==> config.mk <==
export PLATFORM = sky130hd
export DESIGN_NAME = vga_scan_mixer
export DESIGN_NICKNAME = d
export VERILOG_FILES = /design/src/rtl/vga_scan_mixer.sv
export SDC_FILE = /design/constraint.sdc
export NUM_CORES = 1
export LEC_CHECK = 0
export ABC_AREA = 1
export BUFFER_PORTS_ARGS = -buffer_cell sky130_fd_sc_hd__clkbuf_2
export CAP_MARGIN = 10
export CORE_MARGIN = 2
export CORE_UTILIZATION = 45
export CTS_BUF_LIST = sky130_fd_sc_hd__clkbuf_8 sky130_fd_sc_hd__clkbuf_16
export CTS_CLUSTER_DIAMETER = 80
export CTS_CLUSTER_SIZE = 14
export DETAILED_ROUTE_END_ITERATION = 10
export HOLD_SLACK_MARGIN = 0.1
export MAX_ROUTING_LAYER = met4
export PLACE_DENSITY = 0.76
export SYNTH_ARGS = -nofsm -noshare
export SYNTH_HDL_FRONTEND = slang
export SYNTH_SLANG_ARGS = --single-unit
==> constraint.sdc <==
create_clock -name clock -period 2.37 [get_ports clock]
set_input_delay 0.237 -clock clock [delete_from_list [all_inputs] [get_ports clock]]
set_output_delay 0.237 -clock clock [all_outputs]
set_load 0.03 [all_outputs]
==> src/rtl/vga_scan_mixer.sv <==
// vga_scan_mixer: VGA 640x480 timing generator and sprite/background colour
// mixer. The 50 MHz clock is split into two-clock pixel periods; counters
// hold steady across both clocks so sprite renderers can register their
// outputs at the end of phase 0, and the mixer samples them at the end of
// phase 1 (pix_tick). Every video output is therefore one pixel period
// (2 clocks) behind the counter value that produced it.
//
// There is no valid/ready handshake here. Sprite inputs are free-running
// levels and are sampled only on pix_tick clocks.
module vga_scan_mixer #(
    parameter int H_VISIBLE   = 640,
    parameter int H_FRONT     = 16,
    parameter int H_SYNC      = 96,
    parameter int H_BACK      = 48,
    parameter int V_VISIBLE   = 480,
    parameter int V_FRONT     = 10,
    parameter int V_SYNC      = 2,
    parameter int V_BACK      = 33,
    parameter int NUM_SPRITES = 8
) (
    input  logic                     clock,
    input  logic                     reset_n,
    input  logic [NUM_SPRITES-1:0]   spr_data,
    input  logic [8*NUM_SPRITES-1:0] spr_rgb,
    input  logic [7:0]               bg_rgb,
    input  logic                     crash_clr,
    output logic [9:0]               hcount,
    output logic [9:0]               vcount,
    output logic                     pix_tick,
    output logic                     hsync,
    output logic                     vsync,
    output logic                     video_on,
    output logic [2:0]               red,
    output logic [2:0]               green,
    output logic [1:0]               blue,
    output logic                     frame_start,
    output logic                     collision,
    output logic                     crash
);

    localparam int H_TOTAL = H_VISIBLE + H_FRONT + H_SYNC + H_BACK;
    localparam int V_TOTAL = V_VISIBLE + V_FRONT + V_SYNC + V_BACK;

    localparam logic [9:0] H_LAST   = 10'(H_TOTAL - 1);
    localparam logic [9:0] V_LAST   = 10'(V_TOTAL - 1);
    localparam logic [9:0] H_VIS    = 10'(H_VISIBLE);
    localparam logic [9:0] V_VIS    = 10'(V_VISIBLE);
    localparam logic [9:0] HS_FIRST = 10'(H_VISIBLE + H_FRONT);
    localparam logic [9:0] HS_LAST  = 10'(H_VISIBLE + H_FRONT + H_SYNC - 1);
    localparam logic [9:0] VS_FIRST = 10'(V_VISIBLE + V_FRONT);
    localparam logic [9:0] VS_LAST  = 10'(V_VISIBLE + V_FRONT + V_SYNC - 1);

    // Timing state
    logic       phase_q;
    logic [9:0] h_q, h_d;
    logic [9:0] v_q, v_d;
    logic       frame_wrap;

    // Combinational decode of the current counter position
    logic       hs_raw;
    logic       vs_raw;
    logic       vis;
    logic [7:0] sel_rgb;
    logic       others_on;

    // Registered video outputs
    logic       hsync_q;
    logic       vsync_q;
    logic       video_on_q;
    logic [7:0] rgb_q;
    logic       collision_q;
    logic       crash_q, crash_d;
    logic       frame_start_q;

    // Next counter position: advance one pixel on the last clock of each pixel period
    always_comb begin
        h_d        = h_q;
        v_d        = v_q;
        frame_wrap = 1'b0;
        if (phase_q) begin
            if (h_q == H_LAST) begin
                h_d = '0;
                if (v_q == V_LAST) begin
                    v_d        = '0;
                    frame_wrap = 1'b1;
                end else begin
                    v_d = v_q + 10'd1;
                end
            end else begin
                h_d = h_q + 10'd1;
            end
        end
    end

    // Sync/visible decode and colour priority: lowest-index active sprite wins
    always_comb begin
        hs_raw  = !((h_q >= HS_FIRST) && (h_q <= HS_LAST));
        vs_raw  = !((v_q >= VS_FIRST) && (v_q <= VS_LAST));
        vis     = (h_q < H_VIS) && (v_q < V_VIS);
        sel_rgb = bg_rgb;
        for (int i = NUM_SPRITES - 1; i >= 0; i--) begin
            if (spr_data[i]) begin
                sel_rgb = spr_rgb[8*i +: 8];
            end
        end
        if (!vis) begin
            sel_rgb = '0;
        end
        others_on = |spr_data[NUM_SPRITES-1:1];
    end

    // Sticky crash: a registered collision sets it and takes priority over a clear
    always_comb begin
        crash_d = collision_q | (crash_q & ~crash_clr);
    end

    // Timing and output registers; video outputs only load on pix_tick clocks
    always_ff @(posedge clock) begin
        if (!reset_n) begin
            phase_q       <= 1'b0;
            h_q           <= '0;
            v_q           <= '0;
            hsync_q       <= 1'b1;
            vsync_q       <= 1'b1;
            video_on_q    <= 1'b0;
            rgb_q         <= '0;
            collision_q   <= 1'b0;
            crash_q       <= 1'b0;
            frame_start_q <= 1'b0;
        end else begin
            phase_q       <= ~phase_q;
            h_q           <= h_d;
            v_q           <= v_d;
            crash_q       <= crash_d;
            frame_start_q <= frame_wrap;
            if (phase_q) begin
                hsync_q     <= hs_raw;
                vsync_q     <= vs_raw;
                video_on_q  <= vis;
                rgb_q       <= sel_rgb;
                collision_q <= vis & spr_data[0] & others_on;
            end
        end
    end

    assign hcount      = h_q;
    assign vcount      = v_q;
    assign pix_tick    = phase_q;
    assign hsync       = hsync_q;
    assign vsync       = vsync_q;
    assign video_on    = video_on_q;
    assign red         = rgb_q[7:5];
    assign green       = rgb_q[4:2];
    assign blue        = rgb_q[1:0];
    assign frame_start = frame_start_q;
    assign collision   = collision_q;
    assign crash       = crash_q;

endmodule

==> impl_metrics.yaml <==
setup_path:
  crit_fanout: 12
  r2r_cells: 8
  criticalPathCategory: "flip-flop to flip-flop"
  critPathCaptureType: "flip-flop"
  crit_required_ns: 2.57
  r2r_end: "hcount[9]"
  start_kind: "flip-flop"
  r2r-start: "hcount[1]"
  crit_arrival_ns: 1.82
  r2r_slack_ns: 0.75
synthesis:
  synthTopCellsByArea: "dfxtp_1 (29%), nand2_1 (19%), nor2_1 (8.8%)"
  syn-num-nets: 478
  synthCells: 390
  synth_ff_type: "dfxtp_1"
  syn_area_um2: 2390
  ys_seq_elements: 35
  yosysWarnings: 0
  synth_top_area_cell: "dfxtp_1"
  synthArstFlopShare_pct: 0
  synth_edf_count: 0
  synth_top_cell_area_share_pct: 29.32
  syn_area_per_cell_um2: 6.128
  ys_types: 38
  seq_area_frac_synth_pct: 29.32
timing:
  period_share_pct: 68.47
  setup_violations: 0
  timing.final.max_slew_violations: 0
  rsz0062_at_grt: "no"
  hold_violations: 0
  slew_headroom_pct: 64.26
  finClkSkew_ns: 0.009260
  max_freq_mhz: 616.3
  worst_pin_slew_ns: 0.5342
  layout_min_cycle_time_ns: 1.623
  fin_setup_tns_ns: 0
power_and_ir_drop:
  switching_power_uw: 407.1
  powerDensity_nw_per_um2: 456.8
  seqPwrFrac_pct: 43.2
  intPower_mw: 1.023
  p_sw_share_pct: 28.46
  max-vdd-ir-drop_v: 0.0002370
  power_frac_comb_pct: 18.5
  leakage_nw: 1.627
  power_frac_clock_pct: 38.3
cts:
  clockRootBuffer: "clkbuf_8"
  htreeDepth: 2
  cts_hold_buf: 0
  clock_latency_ns: 0.30
  cts_setup_buffers: 0
  clk_pin_slew_ns: 0.08
  cts_made_buffers: 5
  clock_path_buffers: 2
  clock-sinks: 35
  cts-resized-gates: 0
  cts_tree: "yes"
detailed_routing:
  drt-total-wl_um: 7057
  dr_wl_met2_um: 3348
  wl_met1_um: 2977
  via_per_inst: 5.047
  drc: 0
  routed.top_layer: "met4"
  first_pass_iters: 4
  drtAntennaViolNets: 0
  via_count: 2912
  drtIter0Drc: 125
  wl_per_cell_um: 12.23
  wl_met3_um: 527
floorplanning:
  coreArea_um2: 5107
  ios: 118
  die_y_um: 76.88
  die-area_um2: 5910
  rows: 26
  initial_utilization_pct: 46.79
  fp.dieW_um: 76.88
global_routing:
  grt_first_pass_wirelength_um: 11690
  antenna_found_initial: 0
  grt_overflow_total: 0
  grt_pass1_vias: 2715
  grt_max_degree: 15
  track_usage_pct: 24.77
min_path:
  whs_path_depth: 4
  holdPathEnd: "crash"
  min_from: "crash_clr"
  worstHoldPathType: "input pin to flip-flop"
cells_and_area:
  drive_gt1_share_pct: 29.39
  instances_no_fill: 577
  fin_util_pct: 61.29
  antenna_cells: 0
  num-nets-final: 594
  synthToLayoutAreaGrowth_pct: 30.99
placement:
  routabilityCongestion: 0.9091
  port_buffers: 117
  hpwl_um: 5621
  dp_cells: 569
status:
  outcome: "finished, final reports clean"
run:
  cap_violations: 0
critical path: stages (launching register included):
cell	delay, ns
dfxtp_1	0.38
ha_1	0.20
inv_1	0.09
nor2_4	0.13
nand4_2	0.32
nand3_1	0.22
o21ai_1	0.08
nand2_1	0.07
inv_1	0.04
cell usage after synthesis, types with 2 or more instances:
master	count
o21a_1	6
a31oi_1	8
a21oi_1	19
ha_1	5
buf_2	6
nand2_2	3
nand2_1	123
nand4_1	9
nand3_1	21
xor2_1	5
or2_2	2
dfxtp_1	35
nor2_4	4
nand3b_1	4
nor3b_1	2
inv_2	8
o21ai_1	3
o21ai_0	11
inv_1	38
nor2_1	56
nor3_1	5
cells in the final DEF, fill, tap and decap left out, drive strengths merged, types with 2 or more instances in the layout:
cell / n
nand3: 22
clkbuf: 122
a31oi: 8
nor3: 6
o21ai: 14
xor2: 5
inv: 46
a21oi: 19
nand3b: 5
nand4: 10
dfxtp: 35
nor3b: 2
clkinv: 3
nand2: 126
ha: 5
nor2: 61
or2: 3
o21a: 6
flip-flops by register name (all words and copies together) (netlist names):
register,flops
vcount,10
frame_start,1
video_on,1
crash,1
collision,1
pix_tick,1
hsync,1
vsync,1
rgb_q,8
hcount,10
per-layer routing:
metal,track usage [%],up-vias
met2,42.46,118
li1,-,1478
met1,28.06,1298
met4,10.73,0
met3,4.824,18
met5,-,-
worst max path at each step:
stage,start,to,depth (start not counted)
floorplan,hcount[1],vcount[0],7
global placement,hcount[0],hcount[9],8
detailed placement,hcount[1],hcount[9],8
CTS,hcount[0],hcount[9],8
global route,hcount[0],hcount[9],8
finish,hcount[1],hcount[9],8
through the flow:
step,hold slack [ns],power (mW),instance area [µm²],setup slack [ns]
final,0.1966,1.430,3131,0.7473
after global routing,0.2053,1.490,3131,0.5619
after CTS,0.1912,1.438,3131,0.7292
after detailed placement,0.4409,0.8949,3018,0.7638
after global placement,0.4401,0.8931,3018,0.8483
after floorplan,0.3816,0.7804,2390,0.8408
cell type report:
class | instances | area [µm²]
fill | 516 | 1977
clock buffer | 5 | 68.82
multi-input combinational | 299 | 1460
tap | 70 | 87.58
inverter | 47 | 176.4
sequential | 35 | 700.7
timing repair buffer | 118 | 593.1
clock inverter | 3 | 43.79
power by group through the flow:
stage                     clock network, mW  registers, mW  logic, mW
after floorplan                           0          0.663      0.118
after global placement                    0          0.631      0.262
after detailed placement                  0          0.631      0.264
after CTS                             0.556          0.618      0.265
after global routing                  0.575          0.621      0.295
final                                 0.548          0.618      0.264
cells by family (layout without fill, tap and decap cells):
kind of cell | Yosys count | in the layout | share of synthesized area, %
AND/OR/NAND/NOR | 235 | 235 | 43.35
buffers and inverters | 56 | 173 | 9.581
AO/OA/AOI/OAI | 53 | 53 | 12.93
flip-flops | 35 | 35 | 29.32
XOR/XNOR | 6 | 6 | 2.199
adder cells (fa/ha/maj) | 5 | 5 | 2.618
No activity file was read; power rests on OpenSTA's default activity.
